<file path="src/rtl/pc_predict_unit.sv">
// pc_predict_unit: fetch-stage PC register with priority next-PC select and a direct-mapped BTB
module pc_predict_unit #(
    parameter int               WIDTH        = 32,
    parameter logic [WIDTH-1:0] RESET_VECTOR = '0,
    parameter logic [WIDTH-1:0] EXC_VECTOR   = 32'h80000004,
    parameter int               BTB_ENTRIES  = 8
) (
    input  logic             i_clk,
    input  logic             i_rst,
    input  logic             i_stall,
    input  logic             i_exc_req,
    input  logic             i_redirect_valid,
    input  logic [WIDTH-1:0] i_redirect_pc,
    input  logic             i_upd_valid,
    input  logic [WIDTH-1:0] i_upd_pc,
    input  logic [WIDTH-1:0] i_upd_target,
    input  logic             i_upd_taken,
    output logic [WIDTH-1:0] o_pc,
    output logic [WIDTH-1:0] o_pc4,
    output logic             o_pred_taken,
    output logic [WIDTH-1:0] o_pred_target
);
    localparam int IDX = $clog2(BTB_ENTRIES);
    localparam int TW  = WIDTH - IDX - 2;

    logic [WIDTH-1:0]       r_pc;
    logic [BTB_ENTRIES-1:0] r_valid;
    logic [TW-1:0]          r_tag [BTB_ENTRIES];
    logic [WIDTH-1:0]       r_tgt [BTB_ENTRIES];
    logic [1:0]             r_ctr [BTB_ENTRIES];

    logic [IDX-1:0]   w_idx;
    logic [IDX-1:0]   w_uidx;
    logic             w_hit;
    logic             w_uhit;
    logic             w_pred;
    logic [WIDTH-1:0] w_pc4;
    logic [WIDTH-1:0] w_next;
    logic             w_unused;

    // The low two PC bits never select or tag a BTB entry.
    assign w_unused = &{1'b0, i_upd_pc[1:0]};

    // Lookup for the fetch PC, hit test for the training PC, and the next-PC priority chain.
    always_comb begin
        w_idx  = r_pc[IDX+1:2];
        w_pc4  = r_pc + WIDTH'(4);
        w_hit  = r_valid[w_idx] && (r_tag[w_idx] == r_pc[WIDTH-1:IDX+2]);
        w_pred = w_hit && r_ctr[w_idx][1];
        w_uidx = i_upd_pc[IDX+1:2];
        w_uhit = r_valid[w_uidx] && (r_tag[w_uidx] == i_upd_pc[WIDTH-1:IDX+2]);
        w_next = i_exc_req        ? EXC_VECTOR    :
                 i_redirect_valid ? i_redirect_pc :
                 i_stall          ? r_pc          :
                 w_pred           ? r_tgt[w_idx]  : w_pc4;
    end

    // PC register and valid bits; reset clears every entry so stale contents are never trusted.
    always_ff @(posedge i_clk) begin
        if (!i_rst) begin
            r_pc    <= RESET_VECTOR;
            r_valid <= '0;
        end else begin
            r_pc <= w_next;
            if (i_upd_valid && i_upd_taken && !w_uhit)
                r_valid[w_uidx] <= 1'b1;
        end
    end

    // Entry payload training: saturating counter on a hit, fresh weakly-taken allocation on a taken miss.
    always_ff @(posedge i_clk) begin
        if (i_rst && i_upd_valid) begin
            if (w_uhit) begin
                r_ctr[w_uidx] <= i_upd_taken ? ((r_ctr[w_uidx] == 2'd3) ? 2'd3 : r_ctr[w_uidx] + 2'd1)
                                             : ((r_ctr[w_uidx] == 2'd0) ? 2'd0 : r_ctr[w_uidx] - 2'd1);
                if (i_upd_taken)
                    r_tgt[w_uidx] <= i_upd_target;
            end else if (i_upd_taken) begin
                r_tag[w_uidx] <= i_upd_pc[WIDTH-1:IDX+2];
                r_tgt[w_uidx] <= i_upd_target;
                r_ctr[w_uidx] <= 2'b10;
            end
        end
    end

    assign o_pc          = r_pc;
    assign o_pc4         = w_pc4;
    assign o_pred_taken  = w_pred;
    assign o_pred_target = w_pred ? r_tgt[w_idx] : w_pc4;
endmodule

</file>
<file path="config.mk">
export PLATFORM = sky130hd
export DESIGN_NAME = pc_predict_unit
export DESIGN_NICKNAME = d
export VERILOG_FILES = /design/src/rtl/pc_predict_unit.sv
export SDC_FILE = /design/constraint.sdc
export NUM_CORES = 1
export LEC_CHECK = 0
export BUFFER_PORTS_ARGS = -buffer_cell sky130_fd_sc_hd__buf_2
export CAP_MARGIN = 15
export CELL_PAD_IN_SITES_DETAIL_PLACEMENT = 0
export CELL_PAD_IN_SITES_GLOBAL_PLACEMENT = 1
export CORE_AREA = 2 2 219 221
export CTS_CLUSTER_SIZE = 16
export DETAILED_ROUTE_END_ITERATION = 8
export DIE_AREA = 0 0 221 223
export GPL_ROUTABILITY_DRIVEN = 0
export HOLD_SLACK_MARGIN = 0.02
export PLACE_DENSITY_LB_ADDON = 0.12
export SYNTH_ARGS = -nofsm -noshare
export SYNTH_HDL_FRONTEND = slang
export SYNTH_SLANG_ARGS = --single-unit
</file>
<file path="constraint.sdc">
create_clock -name i_clk -period 5.29 [get_ports i_clk]
set_clock_uncertainty 0.15 [all_clocks]
set_input_delay 0.529 -clock i_clk [delete_from_list [all_inputs] [get_ports i_clk]]
set_output_delay 0.529 -clock i_clk [all_outputs]
set_load 0.02 [all_outputs]
</file>
# Word level (Yosys, flattened, before mapping)
# Memories as Yosys holds them, arrays and structs flattened.
# Cells that the tools add are included.
# op_classes
add_sub_neg,3
order_cmp,3
eq_ne,5
mux,25
bitwise,4
n_reduce_logical,10
# op_table
operator,n
2-to-1 mux 32 bit,5
equality test 27 bit,2
"adder 32 x 3 -> 32 bit, second input constant",1
2-to-1 mux 1 bit,13
"less-than comparator 3 x 4 -> 1 bit, second input constant",2
2-to-1 mux 2 bit,4
bitwise OR 8 bit,1
logical AND 1 bit,7
binary-select mux 1 bit (select 3 bit),2
demux 1 bit (select 3 bit),1
"greater-or-equal comparator 3 x 1 -> 1 bit, second input constant",1
"!= test 3 x 1 -> 1 bit, second input constant",1
"adder 2 x 1 -> 2 bit, second input constant",1
"equality test 2 bit, second input constant",1
zero test 2 bit,1
"!= test 2 x 1 -> 1 bit, second input constant",1
bitwise OR 1 bit,2
OR reduction 2 bit,1
"subtractor 2 x 1 -> 2 bit, second input constant",1
zero test 1 bit,1
NOT 1 bit,1
# totals
regBits,40
ramBits,488
inputBits,103
output_inout_bits,97
elab_cells,56
n_memories,3
# mem_list
memory,depth,word_bits,read_ports,rd_clocked_by_memory_dff,wr,line,text
r_tgt,8,32,1,0,1,29,logic [WIDTH-1:0] r_tgt [BTB_ENTRIES];
r_tag,8,27,2,0,1,28,logic [TW-1:0] r_tag [BTB_ENTRIES];
r_ctr,8,2,2,0,1,30,logic [1:0] r_ctr [BTB_ENTRIES];

# Longest topological paths before layout
# logic_depth
depth_word,8
depth_mapped,12
ltp_nobuf,9

# Worst setup path before layout
# OpenSTA, ideal clock, no wires.
# synth_timing
path_type,input port to flip-flop
start,input i_upd_pc[4]
end,"memory r_tag[2][0] (netlist bit), enable pin"
setup_time_ns,0.411
arrival_time_ns,3.582
required_ns,4.729
slack_ns,1.148
path_stages,11
path_buffers,4
path_cell_list,buf_2 -> buf_2 -> buf_1 -> mux2_2 -> a221oi_1 -> o22ai_1 -> xnor2_1 -> nand3_1 -> nor4_4 -> buf_2 -> nor2_1
# synth_between
elab_chain_len,6
word_cells_on_any_way,8
classes_between,eq/ne (1); mux (5); reduce/logical (1); memory (1)
# synth_lines
element,line,text
start: declaration,15,"input logic [WIDTH-1:0] i_upd_pc,"
memory read (8 x 27 bit) / binary-select mux 1 bit (select 3 bit) (equally long branches),n/a,
equality test 27 bit / 2-to-1 mux 1 bit (equally long branches),51,w_uhit = r_valid[w_uidx] && (r_tag[w_uidx] == i_upd_pc[WIDTH-1:IDX+2]);
logical AND 1 bit,51,
2-to-1 mux 1 bit,73,if (w_uhit) begin
2-to-1 mux 1 bit,72,if (i_rst && i_upd_valid) begin
2-to-1 mux 1 bit (implied by the code),79,r_tag[w_uidx] <= i_upd_pc[WIDTH-1:IDX+2];
end: declaration,28,
# Parallel ways exist; a longest one is shown, timed or not. The select of a mux whose other input is x is not followed.

# Final worst setup path
# layout_timing
start,"register r_pc[2], in the netlist o_pc[2]"
end,output o_pred_target[5]
# layout_between
elab_chain_len,5
word_cells_on_any_way,10
classes_between,add/sub (1); eq/ne (1); mux (3); reduce/logical (2); memory (3)
# layout_lines
element,line,text
start: declaration,26,logic [WIDTH-1:0] r_pc;
start signal: assignment,64,r_pc <= w_next;
branches (longest 4 deep; another with adder 32 x 3 -> 32 bit),n/a,
2-to-1 mux 32 bit *,89,assign o_pred_target = w_pred ? r_tgt[w_idx] : w_pc4;
end: declaration,21,output logic [WIDTH-1:0] o_pred_target
# Mark *: on every way between the ends. The select of a mux whose other input is x is not followed.

==> impl_metrics.tcl <==
set metrics [dict create \
    timing.critical_path.fanout_max 35 \
    max_freq_mhz 195 \
    setup.worst_path.class "reg -> out" \
    numClockSinks 528 \
    remaining_antenna_violation_count_after_routing 0 \
    static-leakage-power_nw 9.85 \
    dp_worst_setup_slack_ns 0.867 \
    drt-pass1-iter-count 5 \
    critPathSlowestCell "dfxtp_4" \
    clk-insertion-delay-late_ns 0.62 \
    mappedNetlistNets 1486 \
    yosys.area_share.simple_pct 3.58 \
    routed-via-count 14324 \
    post_synth.cell_area_avg_um2 17.1 \
    detailed_place_hpwl_um 42600 \
    ys_warn_count 0 \
    fin_hold_ws_ns 0.0546 \
    post_route_cells_drive_above_1_share_pct 31.6 \
    fp.coreArea_mm2 0.0471 \
    fin_util_pct 58.7 \
    synth.ff_latch_count 528 \
    dieHeight_um 223 \
    numCtsBuffers 56 \
    clk_pin_slew_worst_paths_ns 0.06 \
    synth-adder-area-share_pct 0.0530 \
    report.final.slew_viol_count 0 \
    grt_use_total_pct 26.5 \
    antenna_found_initial 5 \
    syn-cell-area_mm2 0.0236 \
    crit_arrival_ns 4.45 \
    netlist_instances 1382 \
    shortest_period_the_worst_path_allows_ns 5.13 \
    cell_seen_most_often_among_critical_path_stages "mux2i_1" \
    drc 0 \
    wirelength_met1_um 28300 \
    finalSetupViolations 0 \
    synth_seq_area_share_pct 65.5 \
    first_iter_violations 1363 \
    worst-slew-pin-transition_ns 0.899 \
    grt_first_pass_wirelength_um 95900 \
    synthToLayoutAreaGrowth_pct 17.2 \
    synth_ff_type "edfxtp_1" \
    regArea_mm2 0.0155 \
    startpoint_type "flip-flop" \
    synth.mux.area_fraction_pct 18.9 \
    met3RoutedLength_um 5110 \
    clk_path_buf_depth 3 \
    grt_pass1_vias 14494 \
    netlist-cell-type-count 53 \
    worst_hold_path_type "in -> reg" \
    num-nets-final 1747 \
    synth-compound-area-share_pct 6.31 \
    timing.final.hold_violations 0 \
    status "finished clean" \
    crit_chain "buf_16 -> mux4_2 -> mux2i_1 -> xnor2_1 -> o2111ai_1 -> nor4bb_1 -> nand4_1 -> buf_4 -> mux2i_1 -> buf_2" \
    setup.worst_path.end_class "primary output" \
    min_path_cells 1 \
    ys_async_sr_fraction_pct 0 \
    cts_root_buf "clkbuf_16" \
    cts_tree "yes" \
    dieWidth_um 221 \
    synth-xor-area-share_pct 3.01 \
    post_synth_edffs 488 \
    dieArea_mm2 0.0493 \
    grt.overflow.total 0 \
    cell_area_placed_mm2 0.0257 \
    fp-row-count 80 \
    initial_core_util_pct 50.1 \
    final_area_mm2 0.0277 \
    powerDensity_mw_per_mm2 328 \
    required_ns 4.61 \
    met2RoutedLength_um 30800 \
    worst_slack_ns 0.164 \
    ioPinCount 200 \
    multi_input_comb_area_mm2 0.00759 \
    detail_route.wl_per_cell_um 28.5 \
    number_of_buffers_inserted_by_post_cts_setup_repair 0 \
    rr_worst_depth 10 \
    irDropWorstVdd_mv 0.292 \
    dr_top_layer "met5" \
    slew_headroom_pct 40.0 \
    fillCellCount 3646 \
    critical_path.max_stage_delay_ns 0.54 \
    routed_via_density 6.20 \
    ctsHtreeMaxLevel 2 \
    layout_worst_path_cycle_share_pct 96.9 \
    place.port_buffers 197 \
    synth_top_family_by_area "multiplexers" \
    maximum_number_of_pins_on_one_net_before_global_route_repair 42 \
    drv.max_cap_violation_count 0 \
    final_cells 2309 \
    placed_cells 2173 \
    finalWirelength_um 65800 \
]
## worst max-delay path: cells and delay by family, from the launching register on
kind	cells	cell delay [ns]
and+or+nand+nor	2	0.54
AOI/OAI and AO/OA	1	0.20
muxes	3	1.26
buffers and inverters	3	0.92
DFF	1	0.54
xor gates and xnor gates	1	0.32
## routing by layer
metal | track usage, % | vias up
li1 | - | 6151
met1 | 38.4 | 7483
met2 | 41.0 | 594
met3 | 5.82 | 92
met4 | 7.25 | 4
met5 | 0 | -
## layout by cell type, fill, tap and decap left out, types with 8 or more instances in the layout
cell type	count
edfxtp_1	488
buf_2	197
mux4_2	129
mux2i_1	112
buf_4	61
clkbuf_16	56
xor2_1	47
nand2_1	42
inv_1	40
dfxtp_1	37
xnor2_1	34
mux2_2	32
a221oi_1	32
a22o_1	31
a31o_1	29
nor2_1	27
dlygate4sd3_1	27
nand3_1	23
a22oi_1	20
clkbuf_1	18
nand4_1	16
clkinv_1	14
a21oi_1	13
clkinv_2	13
o22ai_1	12
buf_12	12
nor2b_1	9
o21ai_0	8
## cell families (layout without fill, tap and decap cells)
| group | count (synthesis) | in the layout |
|---|---|---|
| other | 0 | 3 |
| adder cells (fa/ha/maj) | 1 | 1 |
| AO/OA/AOI/OAI | 186 | 186 |
| XOR/XNOR | 81 | 81 |
| flip-flops | 528 | 528 |
| multiplexers | 280 | 280 |
| AND/OR/NAND/NOR | 166 | 166 |
| buffers and inverters | 140 | 449 |
## final cells by class
type                            count  share of cell area (%)
Tap cell                          615                    2.78
Clock buffer                       74                    5.31
Inverter                           45                   0.611
Antenna cell                        3                  0.0271
Clock inverter                     32                   0.751
Timing Repair Buffer              298                    7.16
Multi-Input combinational cell    714                    27.4
Sequential cell                   528                    55.9
## flip-flops by register name (all words and copies together), names as in the netlist
register,count
r_tgt,256
r_tag,216
o_pc,32
r_ctr,16
r_valid,8
## repair_timing
| action | in CTS | in global routing |
|---|---|---|
| hold buffers | 27 | 0 |
| hold endpoints to repair | 184 | 0 |
| endpoints found under the setup margin | 0 | 5 |
| gates resized for setup | 0 | 6 |
## synthesized netlist by cell type (29+ instances only)
master	count	share of area, %
mux2i_1	117	5.0
a22o_1	31	1.2
edfxtp_1	488	62
nand2_1	42	0.67
xnor2_1	34	1.3
inv_1	42	0.67
mux4_2	129	12
mux2_2	32	1.5
xor2_1	47	1.7
clkbuf_1	38	0.60
dfxtp_1	40	3.4
nor2_1	38	0.60
a221oi_1	32	1.2
a31o_1	29	1.1
## report_power, final
| group | internal (W) | switching (W) |
|---|---|---|
| sequential | 0.00462 | 0.0000472 |
| clock | 0.00201 | 0.00161 |
| combinational | 0.000337 | 0.000461 |
| total | 0.00696 | 0.00212 |
## through the flow
stage	setup TNS, ns	power (W)
2_1_floorplan	0	0.00522
3_3_place_gp	0	0.00552
3_5_place_dp	0	0.00553
4_1_cts	0	0.00914
5_1_grt	-0.0198	0.00935
6_report	0	0.00908
## final timing paths
path	from	to	slack, ns
worst max-delay path	o_pc[2]	o_pred_target[5]	0.16
worst min-delay path	i_upd_pc[7]	r_tag[2][2]	0.05
worst max register to register	o_pc[2]	o_pc[4]	1.23
worst min register to register	r_valid[2]	r_valid[2]	0.32
Note: power is estimated with default switching activity, not from simulation.
